$ cat src/rtl/dbus_region_decoder_if.sv
// CPU data-port bus between the master and the region decoder.
// Handshake: the master raises m_req with stable m_addr/m_wdata/m_width/m_write and holds it until
// m_ready; m_ready is a one-cycle completion pulse, with m_err and m_rdata valid in that same cycle.
interface dbus_region_decoder_if #(
   parameter int ADDR_W = 11,
   parameter int DATA_W = 32
);
   logic              m_req;
   logic [ADDR_W-1:0] m_addr;
   logic [DATA_W-1:0] m_wdata;
   logic [3:0]        m_width;
   logic              m_write;
   logic              m_ready;
   logic              m_err;
   logic [DATA_W-1:0] m_rdata;

   modport master (
      output m_req, m_addr, m_wdata, m_width, m_write,
      input  m_ready, m_err, m_rdata
   );

   modport slave (
      input  m_req, m_addr, m_wdata, m_width, m_write,
      output m_ready, m_err, m_rdata
   );
endinterface

$ cat src/rtl/dbus_region_decoder.sv
// N-way region decoder between the CPU data port and memory-mapped slaves, with per-region
// wait states, a registered read-data return and an error response for unmapped regions.
module dbus_region_decoder #(
   parameter int                  ADDR_W   = 11,
   parameter int                  DATA_W   = 32,
   parameter int                  NSLAVE   = 4,
   parameter int                  SEL_W    = 2,
   parameter logic [4*NSLAVE-1:0] LAT_VEC  = '0,
   parameter logic [NSLAVE-1:0]   MAP_MASK = '1
) (
   input  logic                       clk,
   input  logic                       rst_n,
   dbus_region_decoder_if.slave       bus,
   output logic [NSLAVE-1:0]          s_sel,
   output logic [ADDR_W-SEL_W-1:0]    s_addr,
   output logic [DATA_W-1:0]          s_wdata,
   output logic [3:0]                 s_width,
   output logic [NSLAVE-1:0]          s_write,
   input  logic [NSLAVE*DATA_W-1:0]   s_rdata,
   output logic [1:0]                 dbg_state
);

   typedef enum logic [1:0] {
      IDLE  = 2'd0,
      ISSUE = 2'd1,
      WAIT  = 2'd2,
      DONE  = 2'd3
   } state_t;

   state_t              state_q;
   state_t              state_d;
   logic                accept;
   logic                enter_done;

   logic [SEL_W-1:0]    region_q;
   logic                write_q;
   logic [3:0]          cnt_q;
   logic                ready_q;
   logic                err_q;
   logic [DATA_W-1:0]   rdata_q;

   logic [SEL_W-1:0]    req_region;
   logic [NSLAVE-1:0]   req_onehot;
   logic                req_mapped;
   logic                region_mapped;
   logic [3:0]          lat_sel;
   logic [DATA_W-1:0]   region_rdata;

   // Decode of the incoming request, used only on the accept cycle
   assign req_region = bus.m_addr[ADDR_W-1 -: SEL_W];
   assign req_onehot = {{(NSLAVE-1){1'b0}}, 1'b1} << req_region;
   assign req_mapped = MAP_MASK[req_region];

   // Decode of the latched region, valid from ISSUE until the next accept
   assign region_mapped = MAP_MASK[region_q];
   assign lat_sel       = LAT_VEC[{region_q, 2'b00} +: 4];
   assign region_rdata  = s_rdata[int'(region_q)*DATA_W +: DATA_W];

   always_ff @(posedge clk or negedge rst_n) begin
      if (!rst_n) begin
         state_q <= IDLE;
      end else begin
         state_q <= state_d;
      end
   end

   always_comb begin
      state_d    = state_q;
      accept     = 1'b0;
      enter_done = 1'b0;
      case (state_q)
         IDLE: begin
            if (bus.m_req) begin
               accept  = 1'b1;
               state_d = ISSUE;
            end
         end
         ISSUE: begin
            if (!region_mapped || (lat_sel == 4'd0)) begin
               enter_done = 1'b1;
               state_d    = DONE;
            end else begin
               state_d = WAIT;
            end
         end
         WAIT: begin
            if (cnt_q == 4'd1) begin
               enter_done = 1'b1;
               state_d    = DONE;
            end
         end
         DONE: begin
            state_d = IDLE;
         end
         default: begin
            state_d = IDLE;
         end
      endcase
   end

   // Request capture: everything the slave sees stays frozen until the next accept
   always_ff @(posedge clk or negedge rst_n) begin
      if (!rst_n) begin
         region_q <= '0;
         write_q  <= 1'b0;
         s_addr   <= '0;
         s_wdata  <= '0;
         s_width  <= '0;
      end else if (accept) begin
         region_q <= req_region;
         write_q  <= bus.m_write;
         s_addr   <= bus.m_addr[ADDR_W-SEL_W-1:0];
         s_wdata  <= bus.m_wdata;
         s_width  <= bus.m_width;
      end
   end

   // Strobes are registered off the accept so they are high exactly during ISSUE
   always_ff @(posedge clk or negedge rst_n) begin
      if (!rst_n) begin
         s_sel   <= '0;
         s_write <= '0;
      end else if (accept && req_mapped) begin
         s_sel   <= req_onehot;
         s_write <= bus.m_write ? req_onehot : '0;
      end else begin
         s_sel   <= '0;
         s_write <= '0;
      end
   end

   always_ff @(posedge clk or negedge rst_n) begin
      if (!rst_n) begin
         cnt_q <= 4'd0;
      end else if (state_q == ISSUE) begin
         cnt_q <= lat_sel;
      end else if (state_q == WAIT) begin
         cnt_q <= cnt_q - 4'd1;
      end
   end

   // Response registers are loaded on the edge entering DONE, so they are valid during DONE
   always_ff @(posedge clk or negedge rst_n) begin
      if (!rst_n) begin
         ready_q <= 1'b0;
         err_q   <= 1'b0;
         rdata_q <= '0;
      end else begin
         ready_q <= enter_done;
         err_q   <= enter_done && !region_mapped;
         if (enter_done) begin
            if (!region_mapped) begin
               rdata_q <= '0;
            end else if (!write_q) begin
               rdata_q <= region_rdata;
            end
         end
      end
   end

   assign bus.m_ready = ready_q;
   assign bus.m_err   = err_q;
   assign bus.m_rdata = rdata_q;
   assign dbg_state   = state_q;

endmodule

$ cat src/flat_wrapper.sv
// flat-port wrapper written by rule: the top's interface ports become plain ports
module dbus_region_decoder_flat 
#(
   parameter int                  ADDR_W   = 11,
   parameter int                  DATA_W   = 32,
   parameter int                  NSLAVE   = 4,
   parameter int                  SEL_W    = 2,
   parameter logic [4*NSLAVE-1:0] LAT_VEC  = '0,
   parameter logic [NSLAVE-1:0]   MAP_MASK = '1
)
  (clk, rst_n, s_sel, s_addr, s_wdata, s_width, s_write, s_rdata, dbg_state, bus_m_req, bus_m_addr, bus_m_wdata, bus_m_width, bus_m_write, bus_m_ready, bus_m_err, bus_m_rdata);
  dbus_region_decoder_if #(.ADDR_W(ADDR_W), .DATA_W(DATA_W)) bus_i ();
  input  logic clk;
  input  logic rst_n;
  output logic [NSLAVE-1:0] s_sel;
  output logic [ADDR_W-SEL_W-1:0] s_addr;
  output logic [DATA_W-1:0] s_wdata;
  output logic [3:0] s_width;
  output logic [NSLAVE-1:0] s_write;
  input  logic [NSLAVE*DATA_W-1:0] s_rdata;
  output logic [1:0] dbg_state;
  input wire logic [$bits(bus_i.m_req)-1:0] bus_m_req;
  input wire logic [$bits(bus_i.m_addr)-1:0] bus_m_addr;
  input wire logic [$bits(bus_i.m_wdata)-1:0] bus_m_wdata;
  input wire logic [$bits(bus_i.m_width)-1:0] bus_m_width;
  input wire logic [$bits(bus_i.m_write)-1:0] bus_m_write;
  output wire logic [$bits(bus_i.m_ready)-1:0] bus_m_ready;
  output wire logic [$bits(bus_i.m_err)-1:0] bus_m_err;
  output wire logic [$bits(bus_i.m_rdata)-1:0] bus_m_rdata;
  assign bus_i.m_req = bus_m_req;
  assign bus_i.m_addr = bus_m_addr;
  assign bus_i.m_wdata = bus_m_wdata;
  assign bus_i.m_width = bus_m_width;
  assign bus_i.m_write = bus_m_write;
  assign bus_m_ready = bus_i.m_ready;
  assign bus_m_err = bus_i.m_err;
  assign bus_m_rdata = bus_i.m_rdata;
  dbus_region_decoder #(.ADDR_W(ADDR_W), .DATA_W(DATA_W), .NSLAVE(NSLAVE), .SEL_W(SEL_W), .LAT_VEC(LAT_VEC), .MAP_MASK(MAP_MASK)) u_core (.clk(clk), .rst_n(rst_n), .bus(bus_i), .s_sel(s_sel), .s_addr(s_addr), .s_wdata(s_wdata), .s_width(s_width), .s_write(s_write), .s_rdata(s_rdata), .dbg_state(dbg_state));
endmodule
$ cat config.mk
export PLATFORM = sky130hd
export DESIGN_NAME = dbus_region_decoder_flat
export DESIGN_NICKNAME = d
export VERILOG_FILES = /design/src/rtl/dbus_region_decoder_if.sv /design/src/rtl/dbus_region_decoder.sv /design/src/flat_wrapper.sv
export SDC_FILE = /design/constraint.sdc
export NUM_CORES = 1
export LEC_CHECK = 0
export CORE_MARGIN = 2
export CORE_UTILIZATION = 30
export CTS_CLUSTER_SIZE = 12
export DETAILED_ROUTE_END_ITERATION = 7
export GPL_TIMING_DRIVEN = 0
export HOLD_SLACK_MARGIN = 0.08
export PLACE_DENSITY = 0.69
export SYNTH_ARGS = -nofsm -noshare
export SYNTH_HDL_FRONTEND = slang
export SYNTH_SLANG_ARGS = --single-unit
$ cat constraint.sdc
create_clock -name clk -period 2.06 [get_ports clk]
set_input_delay 0.515 -clock clk [delete_from_list [all_inputs] [get_ports clk]]
set_output_delay 0.515 -clock clk [all_outputs]
set_load 0.02 [all_outputs]
After elaboration in Yosys (flattened, before gate mapping)
Cells that the tools add are included.
{"block": "totals", "ff_bits": 96, "latchBits": 0, "ram_bits": 0, "romBits": 0, "output_inout_bits": 89, "memories": 0}
{"block": "op_classes", "add_sub_neg": 1, "multipliers": 0, "div": 0, "order_cmp": 2, "n_eq_ne": 7, "shift": 3, "n_mux": 20, "bitwise_logic": 0, "n_reduce_logical": 9}
{"operator": "$shiftx A128 B8 Y32", "count": 1}
{"operator": "$mux W32", "count": 2}
{"operator": "$mux W4", "count": 5}
{"operator": "$shiftx A16 B5 Y4 const A", "count": 1}
{"operator": "$pmux W2 S4", "count": 1}
{"operator": "$mux W1", "count": 7}
{"operator": "$lt A2 B3 Y1 const B", "count": 2}
{"operator": "$bmux W1 S2", "count": 2}
{"operator": "$eq A2 B2 Y1 const B", "count": 2}
{"operator": "$eq A4 B1 Y1 const B", "count": 1}
{"operator": "$logic_not A4 Y1", "count": 1}
{"operator": "$mux W2", "count": 2}
{"operator": "$ne A2 B2 Y1 const B", "count": 2}
{"operator": "$reduce_and A2 Y1", "count": 2}
{"operator": "$shl A1 B2 Y4 const A", "count": 1}
{"operator": "$sub A4 B1 Y4 const B", "count": 1}
{"operator": "$eq A2 B1 Y1 const B", "count": 1}
{"operator": "$logic_and A1 B1 Y1", "count": 2}
{"operator": "$logic_not A2 Y1", "count": 1}
{"operator": "$ne A2 B1 Y1 const B", "count": 1}
{"operator": "$pmux W1 S2", "count": 1}
{"operator": "$reduce_bool A2 Y1", "count": 1}
{"operator": "$logic_not A1 Y1", "count": 1}
{"operator": "$logic_or A1 B1 Y1", "count": 1}

Logic depth before layout (Yosys ltp)
Gate-level depths: netlist of run 1.
{"block": "depth", "ltp_word": 7, "ltp_mapped": 6, "depth_no_buf": 5}

Worst setup path before layout of run 1
Ideal clock, no wire load.
{"block": "synth_timing", "path_type": "reg-to-reg", "start": "register u_core.state_q[0] (netlist: u_core.dbg_state[0])", "end": "register u_core.rdata_q[10] (netlist: u_core.bus.m_rdata[10])", "setup_ns": 0.125, "arrival_time_ns": 1.742, "required_time_ns": 1.935, "slack_ns": 0.194, "path_stages_with_launch": 7, "cell_sequence": "dfrtp_1 inv_1 ha_1 and4bb_2 o21ai_2 buf_4 mux2_2"}
{"block": "synth_between", "elab_chain_cells": 3}
{"element": "start: declaration", "line": "dbus_region_decoder.sv:30", "rtl": "state_t state_q;"}
{"element": "start signal: assignment", "line": "dbus_region_decoder.sv:63", "rtl": "state_q <= state_d;"}
{"element": "$eq A2 B2 Y1 or $eq A2 B1 Y1 (tied branches)", "line": "dbus_region_decoder.sv:71", "rtl": "case (state_q)"}
{"element": "$pmux W1 S2 *", "line": "dbus_region_decoder.sv:71"}
{"element": "$reduce_and A2 Y1 (no line) *"}
{"element": "end signal: assignment", "line": "dbus_region_decoder.sv:155", "rtl": "rdata_q <= region_rdata;"}
{"element": "end: declaration", "line": "dbus_region_decoder.sv:40", "rtl": "logic [DATA_W-1:0] rdata_q;"}
Mark *: on every way between the ends. The rest lies on a longest branch, timed or not.
A chain may end at the register's enable or synchronous reset.

Worst setup path after layout of run 1
{"block": "layout_timing", "start": "register u_core.state_q[0] (netlist: u_core.dbg_state[0])", "end": "register u_core.rdata_q[27] (netlist: u_core.bus.m_rdata[27])"}
The elaborated chain is that of the path after synthesis.

==> results of run 1 <==
==> worst max-delay path, stage by stage (launching register included) <==
cell and delay (ns):
sky130_fd_sc_hd__dfrtp_1 0.40, sky130_fd_sc_hd__inv_1 0.09, sky130_fd_sc_hd__ha_1 0.22, sky130_fd_sc_hd__and4bb_2 0.26
sky130_fd_sc_hd__o21ai_4 0.22, sky130_fd_sc_hd__buf_4 0.25, sky130_fd_sc_hd__mux2_2 0.35
==> flip-flops by register name, indices dropped and copies added, names as in the netlist <==
register and flops:
u_core.region_q 2, u_core.s_width 4, u_core.dbg_state 2, u_core.s_wdata 32, u_core.s_sel 4, u_core.bus.m_rdata 32, u_core.cnt_q 4, u_core.s_addr 9
u_core.write_q 1, u_core.bus.m_ready 1, u_core.s_write 4
==> kinds of logic (layout without fill, tap and decap cells) <==
family          after synthesis  count (layout)  synth area share
buf+inv                      24             307            0.0322
fa+ha+maj                     6               6            0.0170
flops                        95              95             0.537
compound gates                8               8            0.0116
other cells                   1               1          0.000848
mux                         114             114             0.371
simple gates                 26              26            0.0300
==> worst max path at each step <==
stage	end	slack (ns)	cells past startpoint
detailed placement	u_core.s_wdata[10]$_DFFE_PN0P_	-0.15	4
floorplan	u_core.bus.m_rdata[10]$_DFFE_PN0P_	0.19	6
global placement	u_core.s_addr[2]$_DFFE_PN0P_	-3.10	1
finish	u_core.bus.m_rdata[27]$_DFFE_PN0P_	0.14	6
CTS	u_core.bus.m_rdata[27]$_DFFE_PN0P_	0.04	6
global route	u_core.bus.m_rdata[24]$_DFFE_PN0P_	0.02	6
==> metal layers <==
| layer | share of wire | routed length (um) | up-vias |
|---|---|---|---|
| met2 | 0.49 | 6370 | 173 |
| met3 | 0.11 | 1380 | 14 |
| li1 | - | - | 1567 |
| met4 | 0.016 | 214 | 0 |
| met1 | 0.39 | 5020 | 1696 |
| met5 | 0 | 0 | - |
==> layout make-up <==
class | instances | area [um^2] | share of cell area
Timing Repair Buffer | 267 | 2690 | 0.352
Sequential cell | 95 | 2380 | 0.312
Multi-Input combinational cell | 155 | 1910 | 0.251
Clock buffer | 11 | 233 | 0.0305
Tap cell | 184 | 230 | 0.0302
Buffer | 18 | 121 | 0.0159
Clock inverter | 5 | 41.3 | 0.00542
Inverter | 6 | 22.5 | 0.00295
==> power groups by stage <==
| stage | combinational (mW) | clock, mW | sequential, mW |
|---|---|---|---|
| 5_1_grt | 6.50 | 1.71 | 3.33 |
| 4_1_cts | 6.16 | 1.62 | 3.24 |
| 3_3_place_gp | 6.04 | 0 | 3.22 |
| 3_5_place_dp | 6.15 | 0 | 3.27 |
| 6_report | 6.07 | 1.56 | 3.22 |
| 2_1_floorplan | 2.53 | 0 | 4.21 |
==> cells in the final DEF, fill, tap and decap left out <==
cell type,netlist,layout
sky130_fd_sc_hd__nand3b_1,1,1
sky130_fd_sc_hd__dfrtp_1,95,95
sky130_fd_sc_hd__clkdlybuf4s50_1,0,265
sky130_fd_sc_hd__mux2_2,79,79
sky130_fd_sc_hd__buf_4,4,5
sky130_fd_sc_hd__nand2_1,6,6
sky130_fd_sc_hd__clkbuf_1,4,5
sky130_fd_sc_hd__nor3_1,3,3
sky130_fd_sc_hd__o22ai_1,2,2
sky130_fd_sc_hd__buf_2,6,6
sky130_fd_sc_hd__or3b_2,1,1
sky130_fd_sc_hd__nand3_1,1,1
sky130_fd_sc_hd__clkinvlp_4,0,2
sky130_fd_sc_hd__inv_1,6,6
sky130_fd_sc_hd__mux2i_1,2,2
sky130_fd_sc_hd__inv_6,0,2
sky130_fd_sc_hd__clkbuf_16,0,9
sky130_fd_sc_hd__mux2_1,1,1
sky130_fd_sc_hd__a21oi_1,1,1
sky130_fd_sc_hd__o21a_1,2,2
sky130_fd_sc_hd__buf_16,0,1
sky130_fd_sc_hd__nor2_1,8,8
sky130_fd_sc_hd__and4bb_2,1,1
sky130_fd_sc_hd__nand2b_1,2,2
sky130_fd_sc_hd__o21ai_0,2,2
sky130_fd_sc_hd__ha_1,6,6
sky130_fd_sc_hd__buf_6,4,4
sky130_fd_sc_hd__conb_1,1,1
sky130_fd_sc_hd__o21ai_4,0,1
sky130_fd_sc_hd__clkbuf_2,0,1
sky130_fd_sc_hd__clkinv_4,0,1
sky130_fd_sc_hd__mux4_2,32,32
sky130_fd_sc_hd__nor2b_1,3,3
==> per-stage QoR <==
stage | power (mW) | utilization | hold WS (ns) | setup WS, ns
global placement | 9.26 | 0.505 | 0.469 | -3.10
detailed placement | 9.42 | 0.507 | 0.475 | -0.153
global route | 11.5 | 0.527 | 0.127 | 0.0188
finish | 10.9 | 0.527 | 0.113 | 0.142
floorplan | 6.74 | - | 0.219 | 0.194
CTS | 11.0 | 0.526 | 0.116 | 0.0387
==> timing repair <==
action | CTS | global route
hold buffers | 0 | 0
endpoints found under the hold margin | 0 | 0
endpoints found under the setup margin | 0 | 30
resized for setup | 0 | 3
==> impl_metrics.toml, run 1 <==
[worst_setup_path]
worstReg2RegStart = "u_core.dbg_state[0]$_DFFE_PN0P_"
cp-startpoint = "u_core.dbg_state[0]$_DFFE_PN0P_"
ff2ff_path_depth = 6
worst_r2r_endpoint = "u_core.bus.m_rdata[27]$_DFFE_PN0P_"
critical_path.endpoint_type = "flop"
critPathArrivalTime_ns = 2.14
critical_path.startpoint_type = "flop"
worstSetupPathType = "reg2reg"
critPathMaxFanout = 10
r2r_slack_ns = 0.14
crit_required_ns = 2.28

[run_status]
status = "completed"

[cells_and_area]
post_route_cells_drive_above_1_share = 0.260
diodes_inserted = 0
num-fill-cells = 1206
final_design_area_no_fill_um2 = 7620
final_nets = 737
finished_layout_cells = 741
synthToLayoutAreaGrowth_pct = 72.3

[pwr]
clock_power_share = 0.143
switching_power_mw = 3.85
power_leakage_nw = 3.08
pwr-share-seq = 0.297
ir_worst_vdd_uv = 743
power_density_nw_per_um2 = 1420
intPower_mw = 7.00
switching_share = 0.355
power_frac_comb = 0.559

[synth]
leading_cell_types_by_total_area_after_synthesis = "sky130_fd_sc_hd__dfrtp_1 54%, sky130_fd_sc_hd__mux2_2 20%, sky130_fd_sc_hd__mux4_2 16%"
synth-seq-cells = 95
synthesis.instances = 274
synth_top_cell_area_share = 0.537
yosysWarnings = 0
yosys.area.top_type = "sky130_fd_sc_hd__dfrtp_1"
synthMostInstantiatedCell = "sky130_fd_sc_hd__dfrtp_1"
synth_fp_nets = 459
share_of_synthesized_area_occupied_by_flip_flops_and_latches = 0.537
synth_enable_flop_cells = 0
synth.lib_cells_used.distinct = 26
ys_top_cells_by_count = "95 x sky130_fd_sc_hd__dfrtp_1, 79 x sky130_fd_sc_hd__mux2_2, 32 x sky130_fd_sc_hd__mux4_2"
synthFlopType = "sky130_fd_sc_hd__dfrtp_1"
postSynth.asyncResetShare = 1.00
post_synth_instance_area_um2 = 4420
synthesis.area_per_instance_um2 = 16.1

[global_routing]
gr_busiest_metal = "met2"
grt_use_total = 0.167
grt.met2_usage = 0.278
first_global_vias = 3911
use_met1 = 0.191
use_met3 = 0.0727
grt_pass1_wl_um = 20600
antenna_found_initial = 0
grt_start_max_net_pins = 66
gr-total-overflow = 0

[route]
initialDrtViolationCount = 106
avgViaCountPerCell = 4.66
dr_total_vias = 3450
drcViolationCount = 0
aggregate_routed_wire_length_um = 13000
firstDrtPassIters = 4
routed_wire_length_per_instance_um = 17.5
ant_nets = 0

[min_path]
hp-class = "in2async"

[floorplan]
die_w_um = 125
fp.coreArea_um2 = 14500
num_io_pins = 268
start_util = 0.306
dieArea_um2 = 15700
rows = 44
dieHeight_um = 125

[clocking]
worst_skew_pair.late_latency_ns = 0.34
cts-root-buf = "sky130_fd_sc_hd__clkbuf_16"
tritoncts = "done"
h_tree_levels = 3
postCtsSetupRepairBufs = 0
cts.sinks = 95
cts-buffers-inserted = 9
clockBufferDepth = 2
path_clk_slew_ns = 0.07

[sta]
final.period_utilization = 0.931
rsz0062_at_grt = "false"
drv_slew = 0
timing.setup.tns_ns = 0
clock.fmax_mhz = 521
hold_viol = 0
clock-skew-final_ns = 0.00944
finalCriticalPeriod_ns = 1.92
finalSetupViolCount = 0

[placement]
globalplace.congestion = 0.800
place_area_um2 = 7340
hpwlAfterDp_um = 10300
dp.cells = 725
io_buffer_count = 266

[job]
max-cap-violations = 0
(Power assumes the default switching activity.)
==> run 2, diff against run 1 <==
--- a/config.mk
+++ b/config.mk
@@ -7,10 +7,12 @@
 export LEC_CHECK = 0
 export CORE_MARGIN = 2
 export CORE_UTILIZATION = 30
+export CTS_CLUSTER_DIAMETER = 80
 export CTS_CLUSTER_SIZE = 12
 export DETAILED_ROUTE_END_ITERATION = 7
 export GPL_TIMING_DRIVEN = 0
 export HOLD_SLACK_MARGIN = 0.08
+export MAX_ROUTING_LAYER = met4
 export PLACE_DENSITY = 0.69
 export SYNTH_ARGS = -nofsm -noshare
 export SYNTH_HDL_FRONTEND = slang
==> impl_metrics.toml, run 2 (same netlist as run 1, synthesis figures left out) <==
[run_status]
status = "completed"

[route]
avgViaCountPerCell = 4.66
initialDrtViolationCount = 95
aggregate_routed_wire_length_um = 13000
dr_total_vias = 3456
ant_nets = 0
routed_wire_length_per_instance_um = 17.5
drcViolationCount = 0
firstDrtPassIters = 4

[clocking]
cts.sinks = 95
clockBufferDepth = 2
post_cts_resize_count = 0
cts-hold-fix-buffers = 0
tritoncts = "done"
postCtsSetupRepairBufs = 0
cts-root-buf = "sky130_fd_sc_hd__clkbuf_16"
cts-buffers-inserted = 9
path_clk_slew_ns = 0.07
h_tree_levels = 3
worst_skew_pair.late_latency_ns = 0.34

[cells_and_area]
final_design_area_no_fill_um2 = 7620
synthToLayoutAreaGrowth_pct = 72.3
post_route_cells_drive_above_1_share = 0.260
diodes_inserted = 0
final_nets = 737
leading_cell_types_in_the_layout_fill_and_taps_excluded = "265 x sky130_fd_sc_hd__clkdlybuf4s50_1, 95 x sky130_fd_sc_hd__dfrtp_1, 79 x sky130_fd_sc_hd__mux2_2"
mostFrequentLayoutCell = "sky130_fd_sc_hd__clkdlybuf4s50_1"

[floorplan]
num_io_pins = 268
die_w_um = 125
dieHeight_um = 125
fp.coreArea_um2 = 14500
dieArea_um2 = 15700
rows = 44
start_util = 0.306

[pwr]
power_density_nw_per_um2 = 1420
power_leakage_nw = 3.08
ir_worst_vdd_uv = 744

[global_routing]
grt_use_total = 0.171
antenna_found_initial = 0
gr-total-overflow = 0
grt_pass1_wl_um = 20600
first_global_vias = 3918
grt_start_max_net_pins = 66

[sta]
holdWs_ns = 0.115
finalCriticalPeriod_ns = 1.92
hold_viol = 0
clock-skew-final_ns = 0.00682
final.period_utilization = 0.934
rsz0062_at_grt = "false"
clock.fmax_mhz = 520
finalSetupViolCount = 0
drv_slew = 0
timing.setup.tns_ns = 0

[worst_setup_path]
cp_cell_sequence = "inv_1 > ha_1 > and4bb_2 > o21ai_4 > buf_4 > mux2_2"
critical_path.slowest_cell = "sky130_fd_sc_hd__dfrtp_1"
critical-path-max-stage-delay_ns = 0.40
ff2ff_path_depth = 6
critical_path.endpoint_type = "flop"
crit_required_ns = 2.28
count_of_cell_instances_traversed_by_the_critical_path = 6
worst-path-buf-inv = 2
path_delay_family = "flip-flops"
critPathMaxFanout = 10
critPathArrivalTime_ns = 2.15
critical_path.startpoint_type = "flop"
worstSetupPathType = "reg2reg"

[placement]
io_buffer_count = 266
globalplace.congestion = 0.812
hpwlAfterDp_um = 10300
place_area_um2 = 7340

[min_path]
hp-class = "in2async"

[job]
max-cap-violations = 0
## run 2: cell counts in the layout (fill, tap and decap cells not counted)
No cell type changed its count.
## run 2: area by class of cell
type,count,area (um^2)
Buffer,18,121
Clock buffer,11,233
Clock inverter,5,41.3
Fill cell,1206,6850
Inverter,6,22.5
Multi-Input combinational cell,155,1910
Sequential cell,95,2380
Tap cell,184,230
Timing Repair Buffer,267,2690
## run 2: metrics by stage
| stage | utilization | setup WS (ns) | cells | total power, mW |
|---|---|---|---|---|
| global placement | 0.505 | -3.10 | 724 | 9.26 |
| finish | 0.527 | 0.135 | 741 | 10.9 |
| CTS | 0.526 | 0.0387 | 741 | 11.0 |
| floorplan | - | 0.194 | 274 | 6.74 |
| detailed placement | 0.507 | -0.153 | 725 | 9.42 |
| global route | 0.527 | 0.0129 | 741 | 11.5 |
## run 2: path summary, 6_finish.rpt
path                                                      start                            endpoint  slack [ns]
worst max-delay path            u_core.dbg_state[0]$_DFFE_PN0P_  u_core.bus.m_rdata[27]$_DFFE_PN0P_        0.14
worst min-delay path                                      rst_n  u_core.bus.m_rdata[13]$_DFFE_PN0P_        0.12
worst max register to register  u_core.dbg_state[0]$_DFFE_PN0P_  u_core.bus.m_rdata[27]$_DFFE_PN0P_        0.14
worst min register to register       u_core.write_q$_DFFE_PN0P_          u_core.write_q$_DFFE_PN0P_        0.49
max in group asynchronous                                 rst_n        u_core.s_addr[3]$_DFFE_PN0P_        1.28
min in group clk                     u_core.write_q$_DFFE_PN0P_          u_core.write_q$_DFFE_PN0P_        0.49
## run 2: where the power goes
part,internal [mW],switching (mW)
Clock,0.831,0.725
Combinational,3.41,2.67
Sequential,2.76,0.459
Total,7.00,3.85
## run 2: routing by layer
metal  track usage  share of wire  vias up
li1              -              -     1567
met1         0.197           0.40     1696
met2         0.277           0.49      176
met3        0.0629          0.095       17
met4        0.0575          0.018        0
met5             -              0        -
